`config.mk`:
```
export PLATFORM = sky130hd
export DESIGN_NAME = board_scanner
export DESIGN_NICKNAME = d
export VERILOG_FILES = /design/src/rtl/board_scanner.sv
export SDC_FILE = /design/constraint.sdc
export NUM_CORES = 1
export LEC_CHECK = 0
export BUFFER_PORTS_ARGS = -buffer_cell sky130_fd_sc_hd__buf_4
export CAP_MARGIN = 10
export CORE_ASPECT_RATIO = 0.7
export CORE_MARGIN = 5
export CORE_UTILIZATION = 55
export DETAILED_ROUTE_END_ITERATION = 12
export PLACE_DENSITY = 0.86
export SLEW_MARGIN = 20
export SYNTH_ARGS = -nofsm -noshare
export SYNTH_HDL_FRONTEND = slang
export SYNTH_SLANG_ARGS = --single-unit
```
`constraint.sdc`:
```
create_clock -name clk_i -period 7.05 [get_ports clk_i]
set_clock_uncertainty 0.1 [all_clocks]
set_input_delay 0.3525 -clock clk_i [delete_from_list [all_inputs] [get_ports clk_i]]
set_output_delay 0.3525 -clock clk_i [all_outputs]
set_load 0.01 [all_outputs]
```
`src/rtl/board_scanner.sv`:
```
// Row-major sweep of the game board through a 1-cycle-latency read port,
// reporting win, first cell differing from (0,0) and a per-colour histogram.
// state  | meaning
// IDLE   | waiting for start_i; results from last scan held
// SCAN   | issuing one read per cycle, row-major
// DRAIN  | consuming the final read return
// FINISH | publishing won, pulsing done, dropping busy
module board_scanner #(
  parameter int MAX_SIZE = 26,
  parameter int COLOR_W  = 3,
  parameter int CNT_W    = 10
) (
  input  logic                            clk_i,
  input  logic                            rst_n_i,
  input  logic                            start_i,
  input  logic [4:0]                      size_i,
  output logic [4:0]                      rd_row_o,
  output logic [4:0]                      rd_col_o,
  output logic                            rd_en_o,
  input  logic [COLOR_W-1:0]              rd_data_i,
  output logic                            busy_o,
  output logic                            done_o,
  output logic                            won_o,
  output logic                            size_err_o,
  output logic [4:0]                      diff_row_o,
  output logic [4:0]                      diff_col_o,
  output logic [(2**COLOR_W)*CNT_W-1:0]   color_counts_o
);
  localparam int         NBINS = 2**COLOR_W;
  localparam logic [4:0] NONE  = 5'd31;

  typedef enum logic [1:0] {IDLE, SCAN, DRAIN, FINISH} state_t;

  state_t             state_q;
  logic [4:0]         size_q, row_q, col_q, vrow_q, vcol_q;
  logic [4:0]         diff_row_q, diff_col_q;
  logic               rd_en_q, valid_q, busy_q, done_q, won_q, size_err_q;
  logic [COLOR_W-1:0] ref_q;
  logic [CNT_W-1:0]   cnt_q [NBINS];

  logic [4:0] last_d, row_d, col_d;
  logic       at_last_col_d, at_end_d;

  always_comb begin
    last_d        = size_q - 5'd1;
    at_last_col_d = (col_q == last_d);
    at_end_d      = at_last_col_d && (row_q == last_d);
    col_d         = at_last_col_d ? 5'd0 : col_q + 5'd1;
    row_d         = at_last_col_d ? row_q + 5'd1 : row_q;
  end

  always_ff @(posedge clk_i or negedge rst_n_i) begin
    if (!rst_n_i) begin
      state_q    <= IDLE;
      size_q     <= '0;
      row_q      <= '0;
      col_q      <= '0;
      vrow_q     <= '0;
      vcol_q     <= '0;
      diff_row_q <= NONE;
      diff_col_q <= NONE;
      rd_en_q    <= 1'b0;
      valid_q    <= 1'b0;
      busy_q     <= 1'b0;
      done_q     <= 1'b0;
      won_q      <= 1'b0;
      size_err_q <= 1'b0;
      ref_q      <= '0;
      for (int c = 0; c < NBINS; c++) cnt_q[c] <= '0;
    end else begin
      // Return pipeline: valid and address copy trail the issued read by one cycle.
      valid_q <= rd_en_q;
      vrow_q  <= row_q;
      vcol_q  <= col_q;
      done_q  <= 1'b0;
      if (valid_q) begin
        if (vrow_q == 5'd0 && vcol_q == 5'd0) begin
          ref_q <= rd_data_i;
        end else if (rd_data_i != ref_q && diff_row_q == NONE) begin
          diff_row_q <= vrow_q;
          diff_col_q <= vcol_q;
        end
        cnt_q[rd_data_i] <= cnt_q[rd_data_i] + CNT_W'(1);
      end

      unique case (state_q)
        IDLE: begin
          if (start_i) begin
            size_q     <= size_i;
            won_q      <= 1'b0;
            diff_row_q <= NONE;
            diff_col_q <= NONE;
            busy_q     <= 1'b1;
            row_q      <= '0;
            col_q      <= '0;
            for (int c = 0; c < NBINS; c++) cnt_q[c] <= '0;
            if (size_i == 5'd0 || size_i > 5'(MAX_SIZE)) begin
              size_err_q <= 1'b1;
              state_q    <= FINISH;
            end else begin
              size_err_q <= 1'b0;
              rd_en_q    <= 1'b1;
              state_q    <= SCAN;
            end
          end
        end
        SCAN: begin
          if (at_end_d) begin
            rd_en_q <= 1'b0;
            state_q <= DRAIN;
          end else begin
            row_q <= row_d;
            col_q <= col_d;
          end
        end
        DRAIN: state_q <= FINISH;
        FINISH: begin
          done_q  <= 1'b1;
          busy_q  <= 1'b0;
          won_q   <= !size_err_q && (diff_row_q == NONE);
          state_q <= IDLE;
        end
        default: state_q <= IDLE;
      endcase
    end
  end

  assign rd_row_o   = row_q;
  assign rd_col_o   = col_q;
  assign rd_en_o    = rd_en_q;
  assign busy_o     = busy_q;
  assign done_o     = done_q;
  assign won_o      = won_q;
  assign size_err_o = size_err_q;
  assign diff_row_o = diff_row_q;
  assign diff_col_o = diff_col_q;

  for (genvar c = 0; c < NBINS; c++) begin : g_cnt
    assign color_counts_o[c*CNT_W +: CNT_W] = cnt_q[c];
  end

endmodule
```
==> results.md <==
* Clock share of power at a little over a quarter
* FF+latch count, synth at between 100 and 150
* Detailed-route vias per instance at roughly 6.3
* CP Launch Type: input port
* Asr flop ratio synth at 100%
* Power Density at 405 nW/um2
* Yosys cell types at 54
* CORE AREA at ~12000 um2
* Rows at 33
* Routed wl met2 at 8.89 mm
* Final Hold Fails at 0
* RR Startpoint: color_counts_o[50]
* Relative slew slack at between 20% and 30%
* Die Width at between 100 and 150 um
* Die H at between 100 and 150 um
* Fin util at slightly below 70%
* Die area at ~14000 um2
* Iteration-0 DRC Markers at between 600 and 700
* Vias at slightly below 6000
* Commonest non-fill, non-tap cell in the layout: nand2_1
* Critical path required time at between 7 and 8 ns
* Register area share after synthesis at 48.2%
* Vias in the first global route at 5626
* Yosys Warn Count at 0
* Num CTS Buffers at 17
* Tcrit/Tclk final at 46.0%
* Min Hold Slack at ~0.05 ns
* Critical path type: in2reg
* Max layer used: met4
* Count of input and output buffers at about 120
* Syn_area_per_cell at approximately 9.9 um2
* Pleak at between 3 and 4 nW
* Placed cell areas at between 7000 and 8000 um2
* Antenna violations before repair at 0
* CP Buf/Inv Count at 3
* Worst setup startpoint: rd_data_i[0]
* H-tree depth at 4
* Peak VDD IR at between 200 and 250 uV
* Skew-Pair Late Insertion Delay at about 0.42 ns
* Total GRT Usage at between 20 and 30%
* Clk buf depth at 2
* Initial DRT Pass Iterations at 5
* Total Wirelength at 19.2 mm
* Finished Layout Cells at ~920
* Fmax at about 0.31 GHz
* CTS Root Cell: clkbuf_16
* Post-Syn Nets at just under 700
* Mapped Cells at 661
* Routed Antenna Nets at 0
* Overflow after GRT at 0
* Critical-path cell list: buf_4 > mux4_2 > mux2i_2 > inv_1 > ha_1 > inv_1 > nor4_2 > nor2_1 > nand2_1 > a21oi_1
* Max_cap viols at 0
* Fin nets at between 700 and 800
* Largest fanout on the critical path at 28
* CTS resizes at 0
* Combinational power share at 37.1%
* Worst Setup End Kind: flop
* Layout cells sized above 1 at between 20% and 30%
* Final Critical Period at approximately 3.2 ns
* DRC errors left at 0
* Post-Syn Area at 6570 um2
* Sequential power share at a little over a third
* Top FF cell, synth: dfrtp_1
* Placed Instances at ~890
* Status: finished, final reports clean
* Dpl ws at 3.54 ns
* ANT cells at 0
* Internal at around 2 mW
* Overall power at between 3 and 4 mW
* Switching pwr at 1.19 mW
* CP max-delay cell: nor2_1
* First-pass GRT wire length at approximately 30 mm
* Setup TNS at 0 ns
* DR WL/cell at approximately 21 um
* Hold buffers post-CTS at 1
* Slew @ Worst Pin at roughly 1.1 ns
* CP peak stage delay at 0.62 ns
* PnR worst setup slack at roughly 3.8 ns
* EDFF count, synth at 0
* Reg clk slew, reported paths at about 0.050 ns
* Commonest cells after routing, fill and taps aside: nand2_1, buf_4, dfrtp_1
* Layout area overhead at 21.9%
* M1 WL at 7.63 mm
* Initial Util at 56.3%
* Post-DP HPWL at around 13 mm
* WP data arrival at between 3 and 4 ns
* HP Start: size_i[3]
* Switch share at 36.6%
* Final slew viol count at 0
* Final Cell Area at between 8000 and 9000 um2
* CP most frequent cell: inv_1
* Met3 WL at roughly 2.1 mm
* Io pins at about 120
* RSZ-0062 raised after global routing: false
* # Post-CTS Setup Buffers at 0
* Clock Sinks at around 130
* CTS tree: built
* HP Class: in2reg
* Worst path top cell family by delay: multiplexers
* Largest net degree at the start of global routing at 90
* Setup Viol. Count Final at 0
* RePlAce Congestion at a little over 0.9
-- synthesized netlist by cell type (all sizes together), types with 8 or more instances --
| library cell | count | share of area [%] |
|---|---|---|
| nor3 | 55 | 4.6 |
| dfrtp | 116 | 44 |
| a21oi | 53 | 4.0 |
| dfstp | 10 | 4.0 |
| nand2 | 122 | 7.0 |
| inv | 13 | 0.74 |
| ha | 8 | 1.5 |
| mux2i | 15 | 2.5 |
| nor2 | 22 | 1.3 |
| buf | 15 | 2.1 |
| xnor2 | 10 | 1.4 |
| mux4 | 20 | 6.9 |
| nand3 | 30 | 2.3 |
| clkbuf | 34 | 1.9 |
| and3 | 25 | 2.5 |
| o21ai | 54 | 4.1 |
-- power groups by stage --
stage	Combinational, mW	Sequential, mW	Clock, mW
floorplan	0.685	1.17	0
global route	1.31	1.18	0.917
global placement	1.12	1.14	0
finish	1.20	1.16	0.880
CTS	1.20	1.15	0.887
detailed placement	1.19	1.16	0
-- final timing paths --
kind,to,slack (ns),depth (start not counted)
max in group asynchronous,color_counts_o[19],5.36,3
min in group asynchronous,size_err_o,0.34,2
setup / recovery,color_counts_o[24],3.81,10
hold / removal,size_q[3],0.05,3
setup reg to reg,color_counts_o[24],3.84,9
hold reg to reg,valid_q,0.37,0
-- cell families (layout without fill, tap and decap cells) --
family / after synthesis / count (layout) / share of synthesized area [%]
adders and majority gates: 8 / 8 / 1.52
muxes: 42 / 42 / 10.6
DFF: 126 / 126 / 48.2
AOI/OAI and AO/OA: 121 / 121 / 10.1
xor gates and xnor gates: 19 / 19 / 3.94
and+or+nand+nor: 283 / 283 / 20.9
buffers and inverters: 62 / 165 / 4.80
-- state kept, by name, summed over array words and instances (netlist names), 2 cells and up --
name            cells
rd_col_o            5
rd_row_o            5
ref_q               3
diff_row_o          5
size_q              5
diff_col_o          5
color_counts_o     80
vcol_q              5
state_q             2
vrow_q              5
-- per-layer routing --
layer,vias to the layer above,track usage (%)
met5,-,0
met4,0,12.3
met3,55,8.59
met2,400,41.1
met1,2869,37.4
li1,2513,-
-- worst min-delay path, cell delays in order --
cell	delay, ns
buf_4	0.09
nand2_1	0.04
nand2_1	0.05
-- final cells by class --
type	instances	area (um2)
fill	819	3670
inverter	13	48.8
sequential	126	3170
tap	157	196
multi-input combinational	473	3100
timing repair buffer	120	907
clock buffer	23	488
clock inverter	9	108
(Power assumes the default switching activity.)
